<file path="config.mk">
export PLATFORM = sky130hd
export DESIGN_NAME = sd_multilevel_mod
export DESIGN_NICKNAME = d
export VERILOG_FILES = /design/src/rtl/sd_multilevel_mod.sv
export SDC_FILE = /design/constraint.sdc
export NUM_CORES = 1
export LEC_CHECK = 0
export ABC_AREA = 0
export CAP_MARGIN = 10
export CORE_MARGIN = 2
export CORE_UTILIZATION = 60
export DETAILED_ROUTE_END_ITERATION = 10
export GPL_ROUTABILITY_DRIVEN = 0
export GPL_TIMING_DRIVEN = 0
export HOLD_SLACK_MARGIN = 0.05
export PLACE_DENSITY = 0.84
export SYNTH_ARGS = -nofsm -noshare
export SYNTH_HDL_FRONTEND = slang
export SYNTH_SLANG_ARGS = --single-unit
export TNS_END_PERCENT = 100
</file>
<file path="constraint.sdc">
create_clock -name clk -period 22.2 [get_ports clk]
set_input_delay 3.33 -clock clk [delete_from_list [all_inputs] [get_ports clk]]
set_output_delay 3.33 -clock clk [all_outputs]
set_load 0.005 [all_outputs]
</file>
<file path="src/rtl/sd_multilevel_mod.sv">
// ---------------------------------------------------------------------------
// sd_multilevel_mod
//
// Multi-level sigma-delta modulator with a selectable 1st or 2nd loop order.
// The signed drive word is held in x_q. Each enabled cycle it is pushed
// through one or two saturating integrators. The result is then quantized
// into one of LEVELS codes. Feedback uses the level of the code that is
// currently registered.
//
// Parameters
//   BITWIDTH : width of the signed input word, full scale H = 2^(BITWIDTH-1)
//   LEVELS   : number of quantizer levels L (2..16)
//   ACCW     : signed integrator width (>= BITWIDTH+1)
//
// Ports
//   clk       : system clock, all state on rising edge
//   reset     : asynchronous active-low reset
//   en        : advance the loop one step when 1, freeze loop state when 0
//   order_sel : 0 = first order, 1 = second order
//   kin       : signed input sample
//   kin_valid : load kin into the held input register
//   sat_clr   : clear the sticky saturation flag
//   sd_code   : registered quantizer code 0..L-1
//   sd_therm  : thermometer form of sd_code, bit k = (sd_code > k)
//   sat_flag  : sticky flag, set when any integrator clamps
// ---------------------------------------------------------------------------
module sd_multilevel_mod #(
   parameter int BITWIDTH = 32,
   parameter int LEVELS   = 2,
   parameter int ACCW     = BITWIDTH + 4
) (
   input  logic                      clk,
   input  logic                      reset,
   input  logic                      en,
   input  logic                      order_sel,
   input  logic [BITWIDTH-1:0]       kin,
   input  logic                      kin_valid,
   input  logic                      sat_clr,
   output logic [$clog2(LEVELS)-1:0] sd_code,
   output logic [LEVELS-2:0]         sd_therm,
   output logic                      sat_flag
);

   localparam int LW = $clog2(LEVELS);
   // Two guard bits: acc + x - y (and acc2 + a1 - y) can never wrap before the clamp.
   localparam int IW = ACCW + 2;

   localparam logic signed [IW-1:0] ONE_C      = {{(IW-1){1'b0}}, 1'b1};
   localparam logic signed [IW-1:0] H_C        = ONE_C <<< (BITWIDTH - 1);
   localparam logic signed [IW-1:0] LM1_C      = IW'(LEVELS - 1);
   localparam logic signed [IW-1:0] STEP_C     = H_C / LM1_C;
   localparam logic signed [IW-1:0] ACC_MAX_C  = (ONE_C <<< (ACCW - 1)) - ONE_C;
   localparam logic signed [IW-1:0] ACC_MIN_C  = -(ONE_C <<< (ACCW - 1));
   localparam logic [LW-1:0]        RESET_CODE_C = LW'(LEVELS / 2);
   localparam logic [LW-1:0]        CODE_INC_C   = LW'(1'b1);

   // Clamp a wide intermediate to the integrator range.
   function automatic logic signed [IW-1:0] clamp_fn(input logic signed [IW-1:0] v);
      logic signed [IW-1:0] r;
      if (v > ACC_MAX_C) begin
         r = ACC_MAX_C;
      end else if (v < ACC_MIN_C) begin
         r = ACC_MIN_C;
      end else begin
         r = v;
      end
      return r;
   endfunction

   // True only when the value is strictly outside the integrator range.
   function automatic logic clip_fn(input logic signed [IW-1:0] v);
      return (v > ACC_MAX_C) || (v < ACC_MIN_C);
   endfunction

   // Feedback level of code q: (2q - (L-1)) * STEP.
   function automatic logic signed [IW-1:0] level_fn(input logic [LW-1:0] q);
      logic signed [IW-1:0] qs;
      qs = IW'({1'b0, q});
      return (qs + qs - LM1_C) * STEP_C;
   endfunction

   // Quantizer: number of thresholds t_k = (2k - (L-2)) * STEP that u reaches.
   function automatic logic [LW-1:0] quant_fn(input logic signed [IW-1:0] u);
      logic [LW-1:0]        cnt;
      logic signed [IW-1:0] kk;
      cnt = '0;
      for (int k = 0; k < LEVELS - 1; k++) begin
         kk = IW'(2 * k - (LEVELS - 2));
         if (u >= kk * STEP_C) begin
            cnt = cnt + CODE_INC_C;
         end else begin
            cnt = cnt;
         end
      end
      return cnt;
   endfunction

   logic [BITWIDTH-1:0]    x_q,     x_d;
   logic signed [ACCW-1:0] acc1_q,  acc1_d;
   logic signed [ACCW-1:0] acc2_q,  acc2_d;
   logic [LW-1:0]          code_q,  code_d;
   logic                   sat_q,   sat_d;
   logic                   order_q, order_d;

   logic signed [IW-1:0]   y_s;
   logic signed [IW-1:0]   a1_raw_s, a1_sat_s;
   logic signed [IW-1:0]   a2_raw_s, a2_sat_s;
   logic                   a1_hit_s, a2_hit_s;

   // Loop datapath: both integrator stages are evaluated from the current state.
   always_comb begin
      y_s      = level_fn(code_q);
      a1_raw_s = IW'(acc1_q) + IW'($signed(x_q)) - y_s;
      a1_sat_s = clamp_fn(a1_raw_s);
      a1_hit_s = clip_fn(a1_raw_s);
      a2_raw_s = IW'(acc2_q) + a1_sat_s - y_s;
      a2_sat_s = clamp_fn(a2_raw_s);
      a2_hit_s = clip_fn(a2_raw_s);
   end

   // Next-state selection: an order change overrides the loop update; en gates the loop.
   always_comb begin
      x_d     = x_q;
      acc1_d  = acc1_q;
      acc2_d  = acc2_q;
      code_d  = code_q;
      order_d = order_q;
      sat_d   = sat_q & ~sat_clr;

      // The input register is loaded independently of en and order changes.
      if (kin_valid) begin
         x_d = kin;
      end else begin
         x_d = x_q;
      end

      if (order_sel != order_q) begin
         order_d = order_sel;
         acc1_d  = '0;
         acc2_d  = '0;
         code_d  = RESET_CODE_C;
      end else if (en) begin
         acc1_d = a1_sat_s[ACCW-1:0];
         if (order_q) begin
            acc2_d = a2_sat_s[ACCW-1:0];
            code_d = quant_fn(a2_sat_s);
            // A set in the same cycle as a clear takes priority.
            sat_d  = a1_hit_s | a2_hit_s | (sat_q & ~sat_clr);
         end else begin
            acc2_d = '0;
            code_d = quant_fn(a1_sat_s);
            sat_d  = a1_hit_s | (sat_q & ~sat_clr);
         end
      end else begin
         code_d = code_q;
      end
   end

   // State registers with asynchronous active-low reset.
   always_ff @(posedge clk or negedge reset) begin
      if (!reset) begin
         x_q     <= '0;
         acc1_q  <= '0;
         acc2_q  <= '0;
         code_q  <= RESET_CODE_C;
         sat_q   <= 1'b0;
         order_q <= 1'b0;
      end else begin
         x_q     <= x_d;
         acc1_q  <= acc1_d;
         acc2_q  <= acc2_d;
         code_q  <= code_d;
         sat_q   <= sat_d;
         order_q <= order_d;
      end
   end

   // Thermometer decode of the registered code, no extra pipeline stage.
   always_comb begin
      sd_therm = '0;
      for (int k = 0; k < LEVELS - 1; k++) begin
         sd_therm[k] = (code_q > LW'(k));
      end
   end

   assign sd_code  = code_q;
   assign sat_flag = sat_q;

endmodule

</file>
==> After elaboration in Yosys (flattened, before gate mapping) <==
Cells that the tools add are included.
{ "totals": {"inputBits": 38, "ff_bits": 107, "n_memories": 0, "latch_bits": 0, "output_inout_bits": 3, "romBits": 0, "mem_bits_rw": 0} }
{ "classes": {"shift": 0, "n_div": 0, "n_mul": 0, "bitwise_logic": 5, "n_eq_ne": 1, "mux": 17, "reduce_logical": 3, "magnitude_cmp": 7, "n_addsub": 6} }
{ "op_table": {"columns": ["operator", "count"], "rows": [
  ["two-way mux 36 bit", 5],
  ["two-way mux 38 bit", 4],
  [">= comparator 38 x 1 -> 1 bit (second input constant)", 2],
  ["> comparator 38 x 36 -> 1 bit (second input constant)", 2],
  ["less-than comparator 38 x 36 -> 1 bit (second input constant)", 2],
  ["adder 36 x 38 -> 38 bit", 1],
  ["subtractor 37 x 34 -> 38 bit", 1],
  ["subtractor 38 x 34 -> 38 bit", 1],
  ["adder 36 x 32 -> 37 bit", 1],
  ["two-way mux 1 bit", 8],
  ["OR 1 bit", 3],
  ["subtractor 2 x 1 -> 3 bit (second input constant)", 1],
  ["adder 1 x 1 -> 2 bit", 1],
  ["logical OR 1 bit", 2],
  ["nonzero test 2 bit", 1],
  ["AND 1 bit", 1],
  ["> comparator 1 bit (second input constant)", 1],
  ["inequality test 1 bit", 1],
  ["NOT 1 bit", 1]
]} }

==> Longest topological paths before layout <==
{ "depth": {"ltp_word": 16, "ltp_mapped": 34, "mapped_depth_nobuf": 30} }

==> Worst setup path before layout <==
Ideal clock, no wire load.
{ "synth_path": {"path_type": "flip-flop to flip-flop", "startpoint": "register code_q (netlist: sd_code)", "endpoint": "register acc2_q[0]", "arrival_ns": 7.200, "period_less_slack_ns": 7.266, "slack_ns": 14.934, "required_ns": 22.134, "stages_incl_launch_ff": 34, "path_cell_list": "dfstp_2 > inv_1 > fa_1 > inv_1 > ha_1 > clkbuf_1 > and2_1 > nand2_1 > nor4_1 > a211o_1 > o221ai_1 > nand3_1 > ha_1 > clkbuf_1 > inv_1 > clkbuf_1 > a21oi_1 > fa_1 > inv_1 > ha_1 > a21oi_1 > o21ai_0 > a221oi_1 > o21bai_1 > o21bai_1 > a21oi_1 > xnor2_1 > and3_1 > nor2_1 > nand3_1 > ha_1 > nor2_1 > clkbuf_1 > a221o_1"} }
{ "synth_between": {"elab_chain_cells": 14, "word_cells_on_any_way": 16, "classes_between": "5 x add/sub; 4 x order compare; 7 x mux"} }
{ "synth_rtl": {"columns": ["element", "line_no", "rtl"], "rows": [
  ["from (decl)", "101", "logic [LW-1:0] code_q, code_d;"],
  ["from (signal assigned)", "172", "code_q <= code_d;"],
  ["adder 1 x 1 -> 2 bit *", "79", "return (qs + qs - LM1_C) * STEP_C;"],
  ["subtractor 2 x 1 -> 3 bit *", "79", null],
  ["subtractor 37 x 34 -> 38 bit", "113", "a1_raw_s = IW'(acc1_q) + IW'($signed(x_q)) - y_s;"],
  ["less-than comparator 38 x 36 -> 1 bit", "62", "end else if (v < ACC_MIN_C) begin"],
  ["two-way mux 38 bit", "62", null],
  ["two-way mux 38 bit", "60", "if (v > ACC_MAX_C) begin"],
  ["adder 36 x 38 -> 38 bit", "116", "a2_raw_s = IW'(acc2_q) + a1_sat_s - y_s;"],
  ["subtractor 38 x 34 -> 38 bit *", "116", null],
  ["less-than comparator 38 x 36 -> 1 bit", "62", null],
  ["two-way mux 38 bit", "62", null],
  ["two-way mux 38 bit *", "60", null],
  ["two-way mux 36 bit *", "144", "if (order_q) begin"],
  ["two-way mux 36 bit *", "142", "end else if (en) begin"],
  ["two-way mux 36 bit *", "137", "if (order_sel != order_q) begin"],
  ["to (signal assigned)", "164", "acc2_q <= '0;"],
  ["to (signal assigned)", "171", "acc2_q <= acc2_d;"],
  ["to (decl)", "100", "logic signed [ACCW-1:0] acc2_q, acc2_d;"]
]} }
Mark *: on every way between the ends. The rest lies on a longest branch, timed or not. The select of a mux whose other input is x is not followed.
A chain may end at the register's enable or synchronous reset.

==> Worst setup path in the final report <==
{ "layout_path": {"startpoint": "register code_q (netlist: sd_code)", "endpoint": "register acc2_q[2]"} }
The elaborated chain is that of the path after synthesis.

==> results by group <==
Job
  • Max-cap violations: 0

Drt
  • Post-DRT Antenna Nets: 0
  • Via count: around 8800
  • Vias per inst: between 5 and 6
  • DRT Pass-1 Iters: 5
  • DRT iter0 DRCs: 930
  • # DRC: 0
  • WL final: roughly 24000 um
  • Average routed wire per standard cell: 16.4 um

Worst setup path
  • Critical path required time: 22500 ps
  • Family with the most delay on the worst path: simple AND/OR/NAND/NOR gates
  • Buffer and inverter count on the worst path: 6
  • Max FO, Critical Path: 10
  • Worst Setup End Kind: flop
  • CP Launch Type: flop
  • WS Path Type: flop to flop
  • Critical Path AT: 9620 ps
  • Slowest-stage cell, CP: dfstp_2
  • Slowest stage delay, CP: 750 ps

Global route
  • Vias in the first global route: 8570
  • GR Overflow Total: 0
  • M3 GR Usage: 3.55%
  • First-pass GRT wire length: 40900 um
  • GRT Total Usage: 29.0%
  • GR Layer Usage met2: 46.7%
  • Largest net degree at the start of global routing: 67
  • GRT Max-Usage Layer: met2
  • GR Layer Usage met1: 39.7%
  • Initial antenna violation count: 0

Synth
  • Post-synth EDFFs: 0
  • Fraction of the yosys area taken by sequential cells: 27.5%
  • Synth Area in Simple Gates: 13.4%
  • Ys flop type: dfrtp_1
  • Syn Inst Count: approximately 1200
  • Net Count, Synth: 1381
  • Async S/R FF share, synth: 100%
  • Post-synthesis mux area share: 0.219%
  • Seq cells post-synth: 107
  • Post-synthesis compound-gate area fraction: 24.2%
  • Main combinational cell family by area after synthesis: compound AO/OA/AOI/OAI gates
  • Adder-cell share of the synthesized area: 17.5%
  • Cell Area, Synth: 9730 um2
  • Post-Synth XOR/XNOR Area: 7.20%
  • Synthesis Warnings: 0
  • Mean Syn Cell Area: about 8.0 um2
  • Yosys cell types: 65

Timing
  • Rel. slew slack: 54.3%
  • Setup TNS: 0 ps
  • Final setup viols: 0
  • RSZ-0062 raised after global routing: no
  • Fin crit share: 42.0%
  • Final hold vios: 0
  • Pins Over Slew Limit: 0
  • Max Clk Rate: 0.107 GHz
  • Fin crit period: 9320 ps
  • Slew @ Worst Pin: 680 ps
  • Fin Clk Skew: around 7.1 ps

Die
  • FP Rows: 46
  • Starting density of the core: 61.3%
  • Core Area: between 15000 and 20000 um2
  • Die X: 131 um
  • Die Height: 131 um
  • I/O pins: 41
  • Die ar.: 17300 um2

CTS
  • Num Clock Sinks: approximately 110
  • Post-CTS Setup Inserts: 0
  • CTS Buf Count: 9
  • Worst-path clk slew: approximately 70 ps
  • Post-CTS Hold Buffers: 0
  • Root buf cell: clkbuf_16
  • Clock Latency Late Sink: 360 ps
  • Post-cts resize count: 0
  • H-tree depth: 3
  • Largest buffer count on any clock path: 2
  • CTS tree: done

Placed design
  • HPWL after DPL: 18900 um
  • PortBufs: 39

Finish
  • Nets: 1432
  • # diodes: 0
  • Share of cells above drive strength 1: roughly 3.5%
  • Layout area overhead: 10.3%

Worst hold path
  • Worst min path class: flop to flop

Status
  • Status: finished, final reports clean
==> registers in the layout (all words and copies together) (netlist names) <==
signal and count:
acc1_q 36, acc2_q 36, x_q 32, order_q 1, sat_flag 1, sd_code 1
==> cells in the final DEF, fill, tap and decap left out, types with 5 or more instances in the layout <==
| cell type | n |
|---|---|
| a211o_1 | 5 |
| a211oi_1 | 5 |
| a21boi_0 | 5 |
| a21o_1 | 26 |
| a21oi_1 | 97 |
| a221o_1 | 35 |
| a22o_1 | 10 |
| a31oi_1 | 9 |
| and2_1 | 6 |
| and3_1 | 9 |
| clkbuf_1 | 43 |
| clkbuf_16 | 9 |
| clkdlybuf4s50_1 | 38 |
| dfrtp_1 | 106 |
| fa_1 | 9 |
| ha_1 | 122 |
| inv_1 | 191 |
| nand2_1 | 124 |
| nand2b_1 | 7 |
| nand3_1 | 13 |
| nand4_1 | 13 |
| nor2_1 | 58 |
| nor2b_1 | 12 |
| nor3_1 | 11 |
| o211ai_1 | 12 |
| o21a_1 | 5 |
| o21ai_0 | 112 |
| o21bai_1 | 11 |
| or2_2 | 8 |
| or3_1 | 12 |
| xnor2_1 | 38 |
| xor2_1 | 42 |
==> Yosys cell counts, types with 2 or more instances <==
cell       number  area share, %
a22oi_1         2           0.15
o31ai_1         3           0.23
nand2_1       124            4.8
ha_1          122             16
and4_1          2           0.18
or2_2           8           0.51
o31a_1          2           0.18
fa_1            9            1.9
buf_2           2           0.10
a31o_2          2           0.18
a211o_1         5           0.45
and2_1          6           0.39
nor2b_1        12           0.77
a2111oi_0       3           0.27
nor4_1          4           0.26
xor2_1         42            3.8
a221o_1        35            3.6
and3_1          9           0.58
a31oi_1         9           0.58
inv_1         191            7.4
nand2b_1        7           0.45
clkbuf_1       43            1.7
nand4_1        13           0.84
nand3_1        13           0.67
a32o_1          2           0.21
nor3_1         11           0.57
o21a_1          5           0.39
nor2_1         58            2.2
o21ai_0       112            5.8
dfrtp_1       106             27
o22ai_1         4           0.26
a21o_1         26            2.0
a211oi_1        5           0.39
nor3b_1         3           0.23
a21boi_0        5           0.39
buf_8           3           0.46
a22o_1         10           0.90
xnor2_1        38            3.4
a21oi_1        97            5.0
o21bai_1       11           0.85
o211ai_1       12           0.93
buf_6           2           0.23
or3_1          12           0.77
==> cells by family after synthesis <==
logic type | after synthesis
compound gates | 366
xor+xnor | 80
fa+ha+maj | 131
buf+inv | 242
flops | 107
mux | 2
simple gates | 284
==> through the flow <==
stage | cell area [um2] | hold slack, ps | setup slack, ps | instances | utilization, %
after floorplan | 9730 | 450 | 14930 | 1212 | -
after global placement | 10400 | 461 | 13170 | 1467 | 65.4
after detailed placement | 10400 | 470 | 13100 | 1468 | 65.6
after CTS | 10700 | 487 | 13010 | 1484 | 67.6
after global routing | 10700 | 521 | 12250 | 1484 | 67.6
final | 10700 | 483 | 12880 | 1484 | 67.6
==> path summary, 6_finish.rpt <==
path	from	endpoint	slack [ps]	cells after the start
worst min register to register	acc1_q[32]	acc1_q[32]	480	2
worst max-delay path	sd_code	acc2_q[2]	12880	30
worst min-delay path	acc1_q[32]	acc1_q[32]	480	2
min in group asynchronous	reset	acc2_q[5]	2940	1
worst max register to register	sd_code	acc2_q[2]	12880	30
max in group asynchronous	reset	sd_code	18480	2
==> metal layers <==
metal / vias to the layer above / wire length (um) / part of all wire, %
met3: 55 / 1310 / 5.4
li1: 4279 / - / -
met5: - / 0 / 0
met2: 292 / 11000 / 45
met1: 4124 / 11100 / 46
met4: 0 / 915 / 3.8
==> worst register-to-register path, delay by kind of cell (launching register included) <==
kind / cells / cell delay [ps]
xor+xnor: 1 / 380
simple gates: 9 / 2300
flops: 1 / 750
buf+inv: 6 / 1800
mux: 1 / 200
compound gates: 8 / 2090
fa+ha+maj: 5 / 1740
==> layout make-up <==
type	count	area (um2)
plain buffers	51	246
repair buffers	40	415
multi-input cells	863	6090
clock buffers	12	267
flip-flops and latches	107	2680
fillers	1295	5150
inverters	191	717
well taps	216	270
clock inverters	4	47.5
Power is not shown: default switching activity piles up to over one toggle a cycle in this logic, so the estimate is an artifact.
